<file path="src/rtl/imem_loader_if.sv">
// Loader-side port bundle for imem_loader: load control, byte stream handshake and status.
// The stream source drives through master; the loader sits on slave.
interface imem_loader_if #(
  parameter int AW = 5
);
  logic          load_start;
  logic [AW:0]   load_words;
  logic          byte_valid;
  logic [7:0]    byte_data;
  logic          byte_ready;
  logic          busy;
  logic          load_done;

  modport master (
    output load_start, load_words, byte_valid, byte_data,
    input  byte_ready, busy, load_done
  );

  modport slave (
    input  load_start, load_words, byte_valid, byte_data,
    output byte_ready, busy, load_done
  );
endinterface

</file>
<file path="src/rtl/imem_loader.sv">
// Instruction memory with a byte-stream loader (little-endian words from word 0) and an async fetch port.
// Optional: define IMEM_CHECKSUM_EN for a running 32-bit sum of the words written in the current load.
module imem_loader #(
  parameter int DEPTH = 32,
  parameter int AW    = 5
) (
  input  logic              clk,
  input  logic              rst,
  imem_loader_if.slave      lif,
  input  logic [AW-1:0]     rd_addr,
  output logic [31:0]       rd_data,
  output logic [31:0]       checksum
);

  typedef enum logic [1:0] {S_IDLE, S_LOAD, S_DONE} state_t;

  localparam logic [AW:0] DEPTH_W = (AW+1)'(DEPTH);
  localparam logic [AW:0] ONE_W   = (AW+1)'(1);

  state_t        state_q, state_d;
  logic [AW-1:0] wr_ptr_q;
  logic [1:0]    byte_cnt_q;
  logic [23:0]   shift_q;
  logic [AW:0]   count_q;
  logic [31:0]   mem [DEPTH];

  logic        start;
  logic        accept;
  logic        word_wr;
  logic        last_word;
  logic [31:0] wr_word;

  // A start request is only honoured outside LOAD; in DONE it also blocks any byte since ready is low.
  assign start     = lif.load_start && (state_q != S_LOAD);
  assign accept    = lif.byte_valid && lif.byte_ready;
  assign word_wr   = accept && (byte_cnt_q == 2'd3);
  assign last_word = (({1'b0, wr_ptr_q} + ONE_W) == count_q);
  assign wr_word   = {lif.byte_data, shift_q};

  assign lif.byte_ready = (state_q == S_LOAD);
  assign lif.busy       = (state_q == S_LOAD);
  assign lif.load_done  = (state_q == S_DONE);

  always_ff @(posedge clk or posedge rst) begin
    if (rst) state_q <= S_IDLE;
    else     state_q <= state_d;
  end

  // NOTE: every output of a combinational block gets a default first so no path infers a latch.
  always_comb begin
    state_d = state_q;
    unique case (state_q)
      S_IDLE:  if (start)                 state_d = S_LOAD;
      S_LOAD:  if (word_wr && last_word)  state_d = S_DONE;
      S_DONE:  if (start)                 state_d = S_LOAD;
      default:                            state_d = S_IDLE;
    endcase
  end

  // NOTE: sequential state uses non-blocking assignments so every register samples pre-edge values.
  always_ff @(posedge clk or posedge rst) begin
    if (rst) begin
      wr_ptr_q   <= '0;
      byte_cnt_q <= '0;
      shift_q    <= '0;
      count_q    <= DEPTH_W;
    end else if (start) begin
      wr_ptr_q   <= '0;
      byte_cnt_q <= '0;
      shift_q    <= '0;
      count_q    <= (lif.load_words == '0 || lif.load_words > DEPTH_W) ? DEPTH_W : lif.load_words;
    end else if (accept) begin
      byte_cnt_q <= byte_cnt_q + 2'd1;
      // Bytes enter at the top and slide down, so byte 0 ends up in [7:0] after three shifts.
      shift_q    <= {lif.byte_data, shift_q[23:8]};
      if (word_wr) wr_ptr_q <= wr_ptr_q + AW'(1);
    end
  end

  // NOTE: the memory array has no reset; loaded code must survive a reset and a RAM macro has none.
  always_ff @(posedge clk) begin
    if (word_wr) mem[wr_ptr_q] <= wr_word;
  end

  assign rd_data = mem[rd_addr];

`ifdef IMEM_CHECKSUM_EN
  logic [31:0] sum_q;

  always_ff @(posedge clk or posedge rst) begin
    if (rst)          sum_q <= '0;
    else if (start)   sum_q <= '0;
    else if (word_wr) sum_q <= sum_q + wr_word;
  end

  assign checksum = sum_q;
`else
  assign checksum = '0;
`endif

endmodule

</file>
<file path="src/flat_wrapper.sv">
// flat-port wrapper written by rule: the top's interface ports become plain ports
module imem_loader_flat 
#(
  parameter int DEPTH = 32,
  parameter int AW    = 5
)
  (clk, rst, rd_addr, rd_data, checksum, lif_load_start, lif_load_words, lif_byte_valid, lif_byte_data, lif_byte_ready, lif_busy, lif_load_done);
  imem_loader_if #(.AW(AW)) lif_i ();
  input  logic clk;
  input  logic rst;
  input  logic [AW-1:0] rd_addr;
  output logic [31:0] rd_data;
  output logic [31:0] checksum;
  input wire logic [$bits(lif_i.load_start)-1:0] lif_load_start;
  input wire logic [$bits(lif_i.load_words)-1:0] lif_load_words;
  input wire logic [$bits(lif_i.byte_valid)-1:0] lif_byte_valid;
  input wire logic [$bits(lif_i.byte_data)-1:0] lif_byte_data;
  output wire logic [$bits(lif_i.byte_ready)-1:0] lif_byte_ready;
  output wire logic [$bits(lif_i.busy)-1:0] lif_busy;
  output wire logic [$bits(lif_i.load_done)-1:0] lif_load_done;
  assign lif_i.load_start = lif_load_start;
  assign lif_i.load_words = lif_load_words;
  assign lif_i.byte_valid = lif_byte_valid;
  assign lif_i.byte_data = lif_byte_data;
  assign lif_byte_ready = lif_i.byte_ready;
  assign lif_busy = lif_i.busy;
  assign lif_load_done = lif_i.load_done;
  imem_loader #(.DEPTH(DEPTH), .AW(AW)) u_core (.clk(clk), .rst(rst), .lif(lif_i), .rd_addr(rd_addr), .rd_data(rd_data), .checksum(checksum));
endmodule
</file>
<file path="config.mk">
export PLATFORM = sky130hd
export DESIGN_NAME = imem_loader_flat
export DESIGN_NICKNAME = d
export VERILOG_FILES = /design/src/rtl/imem_loader_if.sv /design/src/rtl/imem_loader.sv /design/src/flat_wrapper.sv
export SDC_FILE = /design/constraint.sdc
export NUM_CORES = 1
export LEC_CHECK = 0
export BUFFER_PORTS_ARGS = -buffer_cell sky130_fd_sc_hd__buf_4
export CORE_UTILIZATION = 37
export CTS_CLUSTER_DIAMETER = 200
export DETAILED_ROUTE_END_ITERATION = 8
export GPL_ROUTABILITY_DRIVEN = 0
export PLACE_DENSITY = 0.61
export SYNTH_ARGS = -nofsm -noshare
export SYNTH_HDL_FRONTEND = slang
export SYNTH_SLANG_ARGS = --single-unit
export TNS_END_PERCENT = 1
</file>
<file path="constraint.sdc">
create_clock -name clk -period 6.4 [get_ports clk]
set_input_delay 1.28 -clock clk [delete_from_list [all_inputs] [get_ports clk]]
set_output_delay 1.28 -clock clk [all_outputs]
set_load 0.03 [all_outputs]
</file>
==> impl_metrics.env <==
export IMPL_finalMaxSlewViolations=0
export IMPL_synthArstFlopShare_pct=3.67
export IMPL_ys_types=40
export IMPL_hp_class="reg2reg"
export IMPL_syn_area_per_cell_um2=17.4
export IMPL_grt_pass1_vias=21761
export IMPL_core_area_um2=111000
export IMPL_via_count=22263
export IMPL_via_per_inst=5.47
export IMPL_clk_latency_ns=0.67
export IMPL_yosysSeqAreaShare_pct=75.9
export IMPL_dp_cells=3882
export IMPL_post_synth_inst_count=2403
export IMPL_placementRows=122
export IMPL_tightest_slew_ns=1.28
export IMPL_drtAntennaViolNets=0
export IMPL_drt_pass1_iterations=5
export IMPL_p_seq_share_pct=56.8
export IMPL_fin_util_pct=42.5
export IMPL_hold_ws_ns=0.499
export IMPL_cts_tree="done"
export IMPL_rsz0062_at_grt="no"
export IMPL_route_detailed_drc=0
export IMPL_yosys_area_top_type="edfxtp_1"
export IMPL_setup_tns_ns=0
export IMPL_cts_buffers_inserted=104
export IMPL_synth_area_leaders="edfxtp_1 (74%), mux2i_1 (12%), dfrtp_1 (2.3%)"
export IMPL_p_clk_share_pct=36.7
export IMPL_cp_max_fo=64
export IMPL_die_y_um=338
export IMPL_critPathArrivalTime_ns=3.65
export IMPL_synth_edf_count=1024
export IMPL_cts_path_max_buffers=3
export IMPL_r2r_start="u_core.state_q[1]"
export IMPL_reg2reg_to="u_core.mem[9][24]"
export IMPL_finalCritPeriodShare_pct=77.1
export IMPL_reg2reg_slack_ns=2.89
export IMPL_synthFlopType="edfxtp_1"
export IMPL_grt_first_pass_wirelength_um=154000
export IMPL_synth_xor_area_share_pct=0.210
export IMPL_synth_warnings=0
export IMPL_track_usage_pct=18.8
export IMPL_hold_viol=0
export IMPL_r2r_cells=6
export IMPL_initial_core_util_pct=37.5
export IMPL_relSlewSlack_pct=14.3
export IMPL_p_sw_share_pct=24.2
export IMPL_worstSetupEndpoint="rd_data[9]"
export IMPL_synth_area_mux_share_pct=12.3
export IMPL_grt_overflow_total=0
export IMPL_die_x_um=338
export IMPL_max_cap_viol_count=0
export IMPL_cts_root_buffer_cell="clkbuf_16"
export IMPL_p_int_mw=12.1
export IMPL_ys_seq_elements=1063
export IMPL_stdcell_area_um2=47300
export IMPL_final_nets=2528
export IMPL_synth_compound_area_share_pct=5.40
export IMPL_antenna_found_initial=0
export IMPL_place_area_um2=44100
export IMPL_die_area_um2=114000
export IMPL_crit_path_start_kind="input pin"
export IMPL_end_kind="output port"
export IMPL_fin_skew_ns=0.0277
export IMPL_grt_start_max_net_pins=68
export IMPL_cts_setup_buffers=0
export IMPL_synth_area_um2=41800
export IMPL_routed_wl_um=109000
export IMPL_p_leak_nw=16.5
export IMPL_synthAdderAreaFrac_pct=0.150
export IMPL_power_per_cell_area_nw_per_um2=336
export IMPL_drive_above_1_share_pct=12.2
export IMPL_drt_iter0_drc=2782
export IMPL_comb_power_share_pct=6.5
export IMPL_cts_resized=0
export IMPL_routedWlPerCell_um=26.7
export IMPL_dp_hpwl_um=58400
export IMPL_cts_sinks=1063
export IMPL_setup_viol=0
export IMPL_power_switching_mw=3.85
export IMPL_path_clk_slew_ns=0.06
export IMPL_status="completed"
export IMPL_yosys_area_top_type_share_pct=73.6
export IMPL_layout_cells_non_filler=4070
export IMPL_portBuffers=57
export IMPL_syn_to_final_growth_pct=13.3
export IMPL_synth_top_family_by_area="multiplexers"
export IMPL_startpoint="rd_addr[1]"
export IMPL_min_period_ns=4.93
export IMPL_required_ns=5.12
export IMPL_yosys_area_share_simple_pct=3.36
export IMPL_fmax_mhz=203
export IMPL_cts_hold_buf=0
export IMPL_ir_drop_mv=0.206
export IMPL_cts_max_level=3
export IMPL_ios=90
export IMPL_path_class="in2out"
[worst max-delay path, stage by stage]
cell	delay (ns)
buf_8	0.50
buf_4	0.48
mux2i_1	0.26
a22o_1	0.16
nor3_1	0.05
a31oi_1	0.31
nand3_1	0.30
buf_4	0.26
[worst min-delay path by stage]
stage | start | endpoint | cells after the start
finish | u_core.count_q[5] | u_core.count_q[5] | 2
global route | u_core.byte_cnt_q[1] | u_core.byte_cnt_q[1] | 1
CTS | u_core.count_q[5] | u_core.count_q[5] | 2
detailed placement | u_core.count_q[5] | u_core.count_q[5] | 2
global placement | u_core.count_q[5] | u_core.count_q[5] | 2
floorplan | u_core.count_q[5] | u_core.count_q[5] | 2
[cell families after synthesis]
family          Yosys count
flops                  1063
compound gates          327
mux                     514
simple gates            309
other cells               1
xor+xnor                 10
fa+ha+maj                 5
buf+inv                 174
[stage by stage]
stage	setup WS, ns	total power [mW]
floorplan	2.56	9.56
global placement	1.56	10.1
detailed placement	1.45	10.2
CTS	1.44	16.0
global route	1.29	16.3
finish	1.47	15.9
[power by group through the flow]
| stage | clock network [mW] | logic (mW) | registers [mW] |
|---|---|---|---|
| final | 5.84 | 1.03 | 9.03 |
| after global routing | 6.16 | 1.10 | 9.08 |
| after floorplan | 0 | 0.684 | 8.87 |
| after CTS | 5.90 | 1.03 | 9.02 |
| after detailed placement | 0 | 1.03 | 9.17 |
| after global placement | 0 | 1.01 | 9.11 |
[registers in the layout (all words and copies together) (netlist names)]
name               count
u_core.mem          1024
u_core.wr_ptr_q        5
u_core.count_q         6
u_core.state_q         2
u_core.shift_q        24
u_core.byte_cnt_q      2
[layer usage]
layer / wire [µm] / global-route usage [%] / vias up / share of wire [%]
li1: - / - / 9627 / -
met1: 47700 / 26.9 / 11493 / 44
met2: 49700 / 28.9 / 988 / 46
met3: 8860 / 3.92 / 155 / 8.1
met4: 2610 / 5.39 / 0 / 2.4
met5: 0 / 0 / - / 0
[cells in the mapped netlist, types with 3 or more instances]
master,instances
xor2_1,4
buf_4,58
a22o_1,90
nand2_1,112
dfrtp_1,38
nand2b_1,8
a22oi_1,96
o21ai_0,9
buf_2,37
edfxtp_1,1024
ha_1,5
buf_6,23
a31oi_1,32
nand3b_1,3
nor3_1,34
a21oi_1,97
mux2i_1,513
nand3_1,100
xnor2_1,6
buf_1,6
inv_1,4
nor2_1,40
nor2b_1,3
clkbuf_1,43
[placed cells by master (no fill, tap or decap), types with 3 or more instances in the layout]
master / n
edfxtp_1: 1024
mux2i_1: 513
buf_4: 115
nand2_1: 111
clkbuf_16: 106
nand3_1: 100
a21oi_1: 97
a22oi_1: 96
a22o_1: 90
dfrtp_1: 38
nor2_4: 34
nor3_1: 34
a31oi_1: 32
conb_1: 32
clkinv_1: 25
clkbuf_1: 23
clkinv_2: 18
buf_12: 13
o21ai_0: 9
nor2_1: 7
nand2b_1: 6
xnor2_1: 6
bufinv_16: 6
ha_1: 5
xor2_1: 4
inv_1: 3
nand3b_1: 3
inv_6: 3
clkbuf_8: 3
[layout make-up]
type | count | area [µm²]
Antenna cell | 1 | 2.50
Clock buffer | 132 | 2780
Clock inverter | 55 | 448
Fill cell | 9640 | 64000
Inverter | 5 | 18.8
Multi-Input combinational cell | 1197 | 9350
Sequential cell | 1063 | 31700
Tap cell | 1488 | 1860
Timing Repair Buffer | 129 | 1140
Power figures use the tool's default switching activity.
